<file path="src/rtl/alu_resbuf_pkg.sv">
// ============================================================================
//  alu_resbuf_pkg
//  Shared flag bit positions, entry layout and flag packing helper.
//  Rev 1.0
// ============================================================================
`default_nettype none

package alu_resbuf_pkg;

   localparam int FLAGS_W   = 4;
   localparam int FLG_CARRY = 3;
   localparam int FLG_ZERO  = 2;
   localparam int FLG_OVF   = 1;
   localparam int FLG_SIGN  = 0;

   localparam int RES_W     = 128;
   localparam int TAG_BITS  = 4;

   typedef struct packed {
      logic [RES_W-1:0]    result;
      logic [FLAGS_W-1:0]  flags;
      logic [TAG_BITS-1:0] tag;
   } resbuf_entry_t;

   function automatic logic [FLAGS_W-1:0] pack_flags(
      input logic carry,
      input logic zero,
      input logic ovf,
      input logic sign
   );
      logic [FLAGS_W-1:0] f;
      f            = '0;
      f[FLG_CARRY] = carry;
      f[FLG_ZERO]  = zero;
      f[FLG_OVF]   = ovf;
      f[FLG_SIGN]  = sign;
      return f;
   endfunction

endpackage

`default_nettype wire

</file>
<file path="src/rtl/alu_resbuf_fifo.sv">
// ============================================================================
//  alu_resbuf_fifo
//  Synchronous DEPTH-entry FIFO with push/pop/flush and occupancy outputs.
//  Rev 1.0
// ============================================================================
`default_nettype none

module alu_resbuf_fifo #(
   parameter int DEPTH   = 4,
   parameter int ENTRY_W = 136
) (
   input  logic                     clk,
   input  logic                     rst,
   input  logic                     push,
   input  logic                     pop,
   input  logic                     flush,
   input  logic [ENTRY_W-1:0]       wr_data,
   output logic [ENTRY_W-1:0]       rd_data,
   output logic                     full,
   output logic                     empty,
   output logic [$clog2(DEPTH):0]   count
);

   localparam int PTR_W = $clog2(DEPTH);
   localparam int CNT_W = PTR_W + 1;

   logic [ENTRY_W-1:0] mem_q [DEPTH];
   logic [ENTRY_W-1:0] mem_d [DEPTH];
   logic [PTR_W-1:0]   wr_ptr_q, wr_ptr_d;
   logic [PTR_W-1:0]   rd_ptr_q, rd_ptr_d;
   logic [CNT_W-1:0]   count_q, count_d;
   logic               push_ok;
   logic               pop_ok;

   assign full    = (count_q == CNT_W'(DEPTH));
   assign empty   = (count_q == '0);
   assign count   = count_q;
   assign rd_data = mem_q[rd_ptr_q];

   // A push into a full FIFO is dropped; the caller flags it.
   assign push_ok = push & ~full;
   assign pop_ok  = pop & ~empty;

   always_comb begin
      mem_d    = mem_q;
      wr_ptr_d = wr_ptr_q;
      rd_ptr_d = rd_ptr_q;
      count_d  = count_q;
      if (flush) begin
         wr_ptr_d = '0;
         rd_ptr_d = '0;
         count_d  = '0;
      end else begin
         if (push_ok) begin
            mem_d[wr_ptr_q] = wr_data;
            wr_ptr_d        = wr_ptr_q + PTR_W'(1);
         end
         if (pop_ok) begin
            rd_ptr_d = rd_ptr_q + PTR_W'(1);
         end
         case ({push_ok, pop_ok})
            2'b10:   count_d = count_q + CNT_W'(1);
            2'b01:   count_d = count_q - CNT_W'(1);
            default: count_d = count_q;
         endcase
      end
   end

   always_ff @(posedge clk) begin
      if (!rst) begin
         for (int i = 0; i < DEPTH; i++) begin
            mem_q[i] <= '0;
         end
         wr_ptr_q <= '0;
         rd_ptr_q <= '0;
         count_q  <= '0;
      end else begin
         mem_q    <= mem_d;
         wr_ptr_q <= wr_ptr_d;
         rd_ptr_q <= rd_ptr_d;
         count_q  <= count_d;
      end
   end

endmodule

`default_nettype wire

</file>
<file path="src/rtl/alu_result_buffer.sv">
// ============================================================================
//  alu_result_buffer
//  Tags ALU ops through the fixed ALU latency, buffers results in a FIFO and
//  throttles the issuer with credits. ALU_RESBUF_OVF_CNT_EN adds ovf_count.
//  Rev 1.0
// ============================================================================
`default_nettype none

module alu_result_buffer
   import alu_resbuf_pkg::*;
#(
   parameter int WIDTH   = 128,
   parameter int LATENCY = 2,
   parameter int DEPTH   = 4,
   parameter int TAG_W   = 4
) (
   input  logic                 clk,
   input  logic                 rst,
   input  logic                 issue_valid,
   input  logic [TAG_W-1:0]     issue_tag,
   output logic                 issue_ready,
   input  logic                 flush,
   input  logic [WIDTH-1:0]     alu_result,
   input  logic                 alu_carry,
   input  logic                 alu_zero,
   input  logic                 alu_ovf,
   input  logic                 alu_sign,
   output logic                 out_valid,
   input  logic                 out_ready,
   output logic [WIDTH-1:0]     out_result,
   output logic [FLAGS_W-1:0]   out_flags,
   output logic [TAG_W-1:0]     out_tag,
`ifdef ALU_RESBUF_OVF_CNT_EN
   output logic [15:0]          ovf_count,
`endif
   output logic                 err
);

   localparam int CNT_W   = $clog2(DEPTH) + 1;
   localparam int ENTRY_W = WIDTH + FLAGS_W + TAG_W;

   logic [LATENCY-1:0] valid_q, valid_d;
   logic [TAG_W-1:0]   tag_q [LATENCY];
   logic [TAG_W-1:0]   tag_d [LATENCY];
   logic               ready_en_q, ready_en_d;
   logic               err_q, err_d;

   logic               accept;
   logic               push;
   logic               pop;
   logic               fifo_full;
   logic               fifo_empty;
   logic [CNT_W-1:0]   fifo_count;
   logic [31:0]        inflight;
   logic [ENTRY_W-1:0] wr_data;
   logic [ENTRY_W-1:0] rd_data;

   always_comb begin
      inflight = '0;
      for (int i = 0; i < LATENCY; i++) begin
         inflight = inflight + 32'(valid_q[i]);
      end
   end

   // Every in-flight op already owns a FIFO slot, so no capture can be lost.
   assign issue_ready = ready_en_q & ~flush &
                        ((32'(fifo_count) + inflight) < 32'(DEPTH));
   assign accept      = issue_valid & issue_ready;

   assign push    = valid_q[LATENCY-1];
   assign pop     = ~fifo_empty & out_ready & ~flush;
   assign wr_data = {alu_result,
                     pack_flags(alu_carry, alu_zero, alu_ovf, alu_sign),
                     tag_q[LATENCY-1]};

   always_comb begin
      valid_d = '0;
      for (int i = 0; i < LATENCY; i++) begin
         tag_d[i] = '0;
      end
      if (!flush) begin
         valid_d[0] = accept;
         tag_d[0]   = issue_tag;
         for (int i = 1; i < LATENCY; i++) begin
            valid_d[i] = valid_q[i-1];
            tag_d[i]   = tag_q[i-1];
         end
      end
      ready_en_d = 1'b1;
      err_d      = err_q | (push & fifo_full & ~flush);
   end

   always_ff @(posedge clk) begin
      if (!rst) begin
         valid_q    <= '0;
         for (int i = 0; i < LATENCY; i++) begin
            tag_q[i] <= '0;
         end
         ready_en_q <= 1'b0;
         err_q      <= 1'b0;
      end else begin
         valid_q    <= valid_d;
         tag_q      <= tag_d;
         ready_en_q <= ready_en_d;
         err_q      <= err_d;
      end
   end

   alu_resbuf_fifo #(
      .DEPTH   (DEPTH),
      .ENTRY_W (ENTRY_W)
   ) u_fifo (
      .clk     (clk),
      .rst     (rst),
      .push    (push),
      .pop     (pop),
      .flush   (flush),
      .wr_data (wr_data),
      .rd_data (rd_data),
      .full    (fifo_full),
      .empty   (fifo_empty),
      .count   (fifo_count)
   );

   assign out_valid  = ~fifo_empty;
   assign out_result = rd_data[ENTRY_W-1 -: WIDTH];
   assign out_flags  = rd_data[TAG_W +: FLAGS_W];
   assign out_tag    = rd_data[TAG_W-1:0];
   assign err        = err_q;

`ifdef ALU_RESBUF_OVF_CNT_EN
   logic [15:0] ovf_count_q, ovf_count_d;

   // Saturating; only reset clears it, flush leaves it alone.
   always_comb begin
      ovf_count_d = ovf_count_q;
      if (pop && out_flags[FLG_OVF] && (ovf_count_q != 16'hFFFF)) begin
         ovf_count_d = ovf_count_q + 16'd1;
      end
   end

   always_ff @(posedge clk) begin
      if (!rst) begin
         ovf_count_q <= '0;
      end else begin
         ovf_count_q <= ovf_count_d;
      end
   end

   assign ovf_count = ovf_count_q;
`endif

endmodule

`default_nettype wire
</file>
<file path="config.mk">
export PLATFORM = sky130hd
export DESIGN_NAME = alu_result_buffer
export DESIGN_NICKNAME = d
export VERILOG_FILES = /design/src/rtl/alu_resbuf_pkg.sv /design/src/rtl/alu_resbuf_fifo.sv /design/src/rtl/alu_result_buffer.sv
export SDC_FILE = /design/constraint.sdc
export NUM_CORES = 1
export LEC_CHECK = 0
export CAP_MARGIN = 40
export CELL_PAD_IN_SITES_DETAIL_PLACEMENT = 1
export CELL_PAD_IN_SITES_GLOBAL_PLACEMENT = 1
export CORE_AREA = 2 2 209 293
export DETAILED_ROUTE_END_ITERATION = 8
export DIE_AREA = 0 0 211 295
export DONT_BUFFER_PORTS = 1
export PLACE_DENSITY = 0.64
export SYNTH_ARGS = -nofsm -noshare
export SYNTH_HDL_FRONTEND = slang
export SYNTH_HIERARCHICAL = 1
export SYNTH_SLANG_ARGS = --single-unit
export TNS_END_PERCENT = 20
</file>
<file path="constraint.sdc">
create_clock -name clk -period 2.55 [get_ports clk]
set_input_delay 0.255 -clock clk [delete_from_list [all_inputs] [get_ports clk]]
set_output_delay 0.255 -clock clk [all_outputs]
set_load 0.01 [all_outputs]
</file>
==> results by group, run 1 <==
Outcome
  – Status: did not finish
  – Failed at: clock tree synthesis (4_1_cts)
  – Log Error: [ERROR RSZ-0060] Max buffer count reached.

Placement
  – Placed insts: 2768
  – Final HPWL DP: 36.61 mm
  – Pre-CTS setup slack: 200.2 ps
  – GPL Wtd Cong: 0.7260
  – Buffers on Ports: 0

Floorplan
  – Row cnt: 106
  – I/O pins: 280
  – Die Span Y: 295 um
  – Die Width: 211 um
  – Initial Util: 0.3968

Logic synthesis
  – Synth async-reset ratio: 0
  – Synth unique cells: 34
  – Synth Instances: 2155
  – Post-synth EDFFs: 0
  – Flops & latches, synth: 563
  – Syn_nets: 2303
  – Synthesized cell area: 0.02363 sq mm
  – Register area share after synthesis: 0.4769
  – Avg Cell Area, Syn: 10.97 sq um
  – Synth Warn #: 6
  – Synth Flop Type: dfxtp_1

Clock network
  – Post CTS Setup Buffer Count: 0
  – Max H-tree Level: 2
  – Root buffer cell: clkbuf_16
  – Longest Clk Path Bufs: 3
  – Hold_buf cts: 574
  – Clk sinks: 563
  – Resize count post-CTS: 0
  – Inserted Clock Buffers: 57
-- stage by stage --
step | hold slack (ps) | area [sq um]
3_3_place_gp | 334.5 | 24150
3_5_place_dp | 335.3 | 24150
2_1_floorplan | 282.7 | 23630
-- synth_stat cells, types with 2 or more instances --
| cell | number | area share |
|---|---|---|
| buf_6 | 20 | 0.0095 |
| buf_2 | 58 | 0.012 |
| inv_1 | 9 | 0.0014 |
| dfxtp_1 | 563 | 0.48 |
| and3_1 | 4 | 0.0011 |
| o21ai_0 | 4 | 0.00085 |
| buf_1 | 3 | 0.00048 |
| mux4_2 | 136 | 0.13 |
| mux2i_1 | 544 | 0.23 |
| clkbuf_1 | 82 | 0.013 |
| ha_1 | 6 | 0.0032 |
| xor2_1 | 3 | 0.0011 |
| buf_4 | 4 | 0.0013 |
| nand3_1 | 2 | 0.00042 |
| nand2_1 | 682 | 0.11 |
| nor2_1 | 4 | 0.00064 |
| a21oi_1 | 5 | 0.0011 |
| or3_1 | 2 | 0.00053 |
| and2_1 | 9 | 0.0024 |
-- logic make-up after synthesis --
group | share of synthesized area
adder cells (fa/ha/maj) | 0.004024
flip-flops | 0.4769
AO/OA/AOI/OAI | 0.003812
buffers and inverters | 0.03817
multiplexers | 0.3600
AND/OR/NAND/NOR | 0.1159
XOR/XNOR | 0.001112
==> run 2: changes to the inputs <==
- CELL_PAD_IN_SITES_DETAIL_PLACEMENT: 1 -> unset
- CELL_PAD_IN_SITES_GLOBAL_PLACEMENT: 1 -> unset
- CORE_AREA: 2 2 209 293 -> 2 2 311 313
- DIE_AREA: 0 0 211 295 -> 0 0 313 315
- PLACE_DENSITY: 0.64 -> unset
- PLACE_DENSITY_LB_ADDON: unset -> 0.15
==> run 2 against run 1 <==
  * The flow now finishes without violations
  * Area after synthesis unchanged
  * Synthesized cell count unchanged
==> results by group, run 2 <==
Logic synthesis
  – Largest area contributor in the netlist: dfxtp_1
  – Post-synth EDFFs: 0 (unchanged)
  – Synthesized cell area: 0.02363 sq mm (unchanged)
  – Yosys top cell area share: 0.4769 (unchanged)
  – Post-synthesis simple-gate area fraction: 0.1159 (unchanged)
  – Synth Area in Compound Gates: 0.003812 (unchanged)
  – Avg Cell Area, Syn: 10.97 sq um (unchanged)
  – Area contributors post-synth: dfxtp_1, mux2i_1, mux4_2
  – Post-synthesis mux area share: 0.3600 (unchanged)
  – Register area share after synthesis: 0.4769 (unchanged)
  – Post-Synth Adder-Cell Area: 0.004024 (unchanged)
  – Syn_nets: 2303 (unchanged)
  – Post-Synth XOR/XNOR Area: 0.001112 (unchanged)
  – Post-synth top cells: nand2_1, dfxtp_1, mux2i_1
  – Largest family of logic cells by synthesized area: multiplexers
  – Most common cell in the netlist: nand2_1
  – Synth Instances: 2155 (unchanged)
  – Synth async-reset ratio: 0 (unchanged)
  – Synth Warn #: 6 (unchanged)
  – Flops & latches, synth: 563 (unchanged)
  – Synth unique cells: 34 (unchanged)
  – Synth Flop Type: dfxtp_1

Setup path
  – Critical path type: flop to flop
  – Max FO, Critical Path: 39
  – Crit start category: flop
  – CP endpoint kind: flop
  – R2R Path Start: u_fifo/count[0]
  – Reg2Reg Depth: 6
  – CP required: 3120 ps
  – CP arrival: 3040 ps
  – R2R Setup Slk: 70 ps
  – Worst R2R End: u_fifo/mem_q[167]

Cells and area
  – Most frequent cells in the layout: nand2_1, dfxtp_1, mux2i_1
  – Number of fill cells in the layout: 9527
  – Area grow syn2layout: 40.39%
  – Multi-input logic area: 0.01148 sq mm
  – # nets final: 2814
  – Top reg by flops: u_fifo/mem_q
  – Register area: 0.01128 sq mm
  – Share of layout cells above drive strength 1: 0.1248
  – Final core utilization: 0.3466
  – Max reg flops: 544
  – Commonest non-fill, non-tap cell in the layout: nand2_1

Clock network
  – Worst-Skew Late Latency: 620 ps
  – Clk sinks: 563 (unchanged)
  – Clock-pin slew on the worst setup and hold paths: 60 ps
  – Max H-tree Level: 3 (+1)
  – Longest Clk Path Bufs: 3 (unchanged)
  – CTS tree: done
  – Inserted Clock Buffers: 71 (+25%)
  – Root buffer cell: clkbuf_16

Route
  – Drt total wl: 75.06 mm
  – Antenna Nets Post-Route: 0
  – Via density: 4.493
  – DRC marker count from the first detailed-route iteration: 778
  – DR DRC count: 0
  – First-pass DRT Iterations: 5
  – Vias: 17980
  – Wirelength per Cell: 18.76 um

GRT
  – Gr usage total: 0.1529
  – GR Util met3: 0.03460
  – Initial antenna violation count: 4
  – Met2 Usage GRT: 0.2576
  – Vias in the first global route: 19650
  – Gr ovfl total: 0
  – Busiest layer in global routing: met2
  – Pin count of the biggest net entering global routing: 379
  – GR Util met1: 0.1932
  – First-pass GRT wire length: 117.1 mm

Floorplan
  – I/O pins: 280 (unchanged)
  – Die Span Y: 315 um (+6.8%)
  – DIE AREA: 0.09860 sq mm
  – Die Width: 313 um (+48%)
  – Row cnt: 114 (+7.5%)
  – Core ar.: 0.09571 sq mm
  – Initial Util: 0.2469 (-0.1499)

Hold path
  – Worst Hold End: u_fifo/rd_ptr_q[1]
  – Hold depth: 4
  – Hold crit path type: input port to flop
  – Min-delay src: out_ready

Outcome
  – Status: finished, final reports clean

STA
  – FMAX: 403.7 MHz
  – Min Tclk post-route: 2477 ps
  – Final max-slew violation count: 0
  – Period utilization: 0.9714
  – Worst-Margin Slew: 823.7 ps
  – RSZ-0062 raised after global routing: yes
  – Setup TNS Final: 0 ps
  – Final setup viols: 0
  – Slew margin rel.: 0.4508
  – Clk_skew: 18.08 ps
  – Final Hold Viols: 0

Job
  – Max-cap viol count: 0

Placement
  – Final HPWL DP: 41.09 mm (+12%)
  – Buffers on Ports: 0 (unchanged)
  – GPL Wtd Cong: 0.6976 (-3.9%)

Power
  – Pwr per Cell Area: 599.7 mW/mm^2
  – VDD IR max: 0.0004169 V
  – LEAKAGE: 10.84 nW
-- run 2: cell counts after synthesis --
No cell type changed its count.
-- run 2: metal layers --
layer | vias to the layer above | wire length [um]
met2 | 313 | 36470
met3 | 106 | 3550
met5 | - | 13
met4 | 2 | 1721
met1 | 9107 | 33310
li1 | 8453 | -
-- run 2: per-stage QoR --
stage               setup slack [ps]  std cells  total power, W  area, sq um  hold WS [ps]
detailed placement             215.0       3334        0.009234        25250         333.5
global route                  -33.40       4002         0.02066        33180         53.43
global placement               203.9       3334        0.009222        25250         333.8
CTS                            2.718       3995         0.02027        33090         2.080
floorplan                      393.3       2155        0.009305        23630         282.7
finish                         72.94       4002         0.01990        33180         66.45
-- run 2: layout make-up --
| class | instances | area share |
|---|---|---|
| diodes | 2 | 0.0001509 |
| multi-input cells | 1415 | 0.3461 |
| repair buffers | 605 | 0.1902 |
| clock inverters | 17 | 0.006902 |
| clock buffers | 114 | 0.06732 |
| well taps | 1276 | 0.04812 |
| inverters | 10 | 0.001131 |
| flip-flops and latches | 563 | 0.3400 |
-- run 2: repair_timing --
action | 4_1_cts | 5_1_grt
hold buffers | 529 | 0
buffers inserted | 1 | 5
setup endpoints to repair | 86 | 39
resized for setup | 1 | 8
pin swaps | 0 | 3
endpoints found under the hold margin | 556 | 0
-- run 2: worst max-delay path by stage --
stage / startpoint / endpoint / cells after the start
after floorplan: u_fifo/count[2] / u_fifo/count[2] / 9
after global placement: u_fifo/count[1] / u_fifo/count[2] / 10
after detailed placement: u_fifo/count[1] / u_fifo/count[2] / 10
after CTS: u_fifo/rd_ptr_q[1] / out_result[116] / 2
after global routing: u_fifo/count[0] / u_fifo/mem_q[255] / 7
final: u_fifo/count[0] / u_fifo/mem_q[167] / 6
-- run 2: power breakdown --
part	internal, W	total [W]	switching (W)
registers	0.00881	0.00882	0.00000640
clock network	0.00651	0.0105	0.00402
logic	0.000238	0.000554	0.000317
-- run 2: logic make-up (layout without fill, tap and decap cells) --
logic type,Yosys count,count (layout)
AO/OA/AOI/OAI,14,14
XOR/XNOR,3,3
adder cells (fa/ha/maj),7,7
buffers and inverters,177,746
flip-flops,563,563
multiplexers,680,680
other,0,2
AND/OR/NAND/NOR,711,711
-- run 2: worst max-delay path: stages (launching register included) --
cell and delay, ps:
dfxtp_1 430, or3b_1 180, buf_4 160, and3_4 390, buf_12 360, mux2i_1 260
dlygate4sd3_1 570
(Power assumes the default switching activity.)
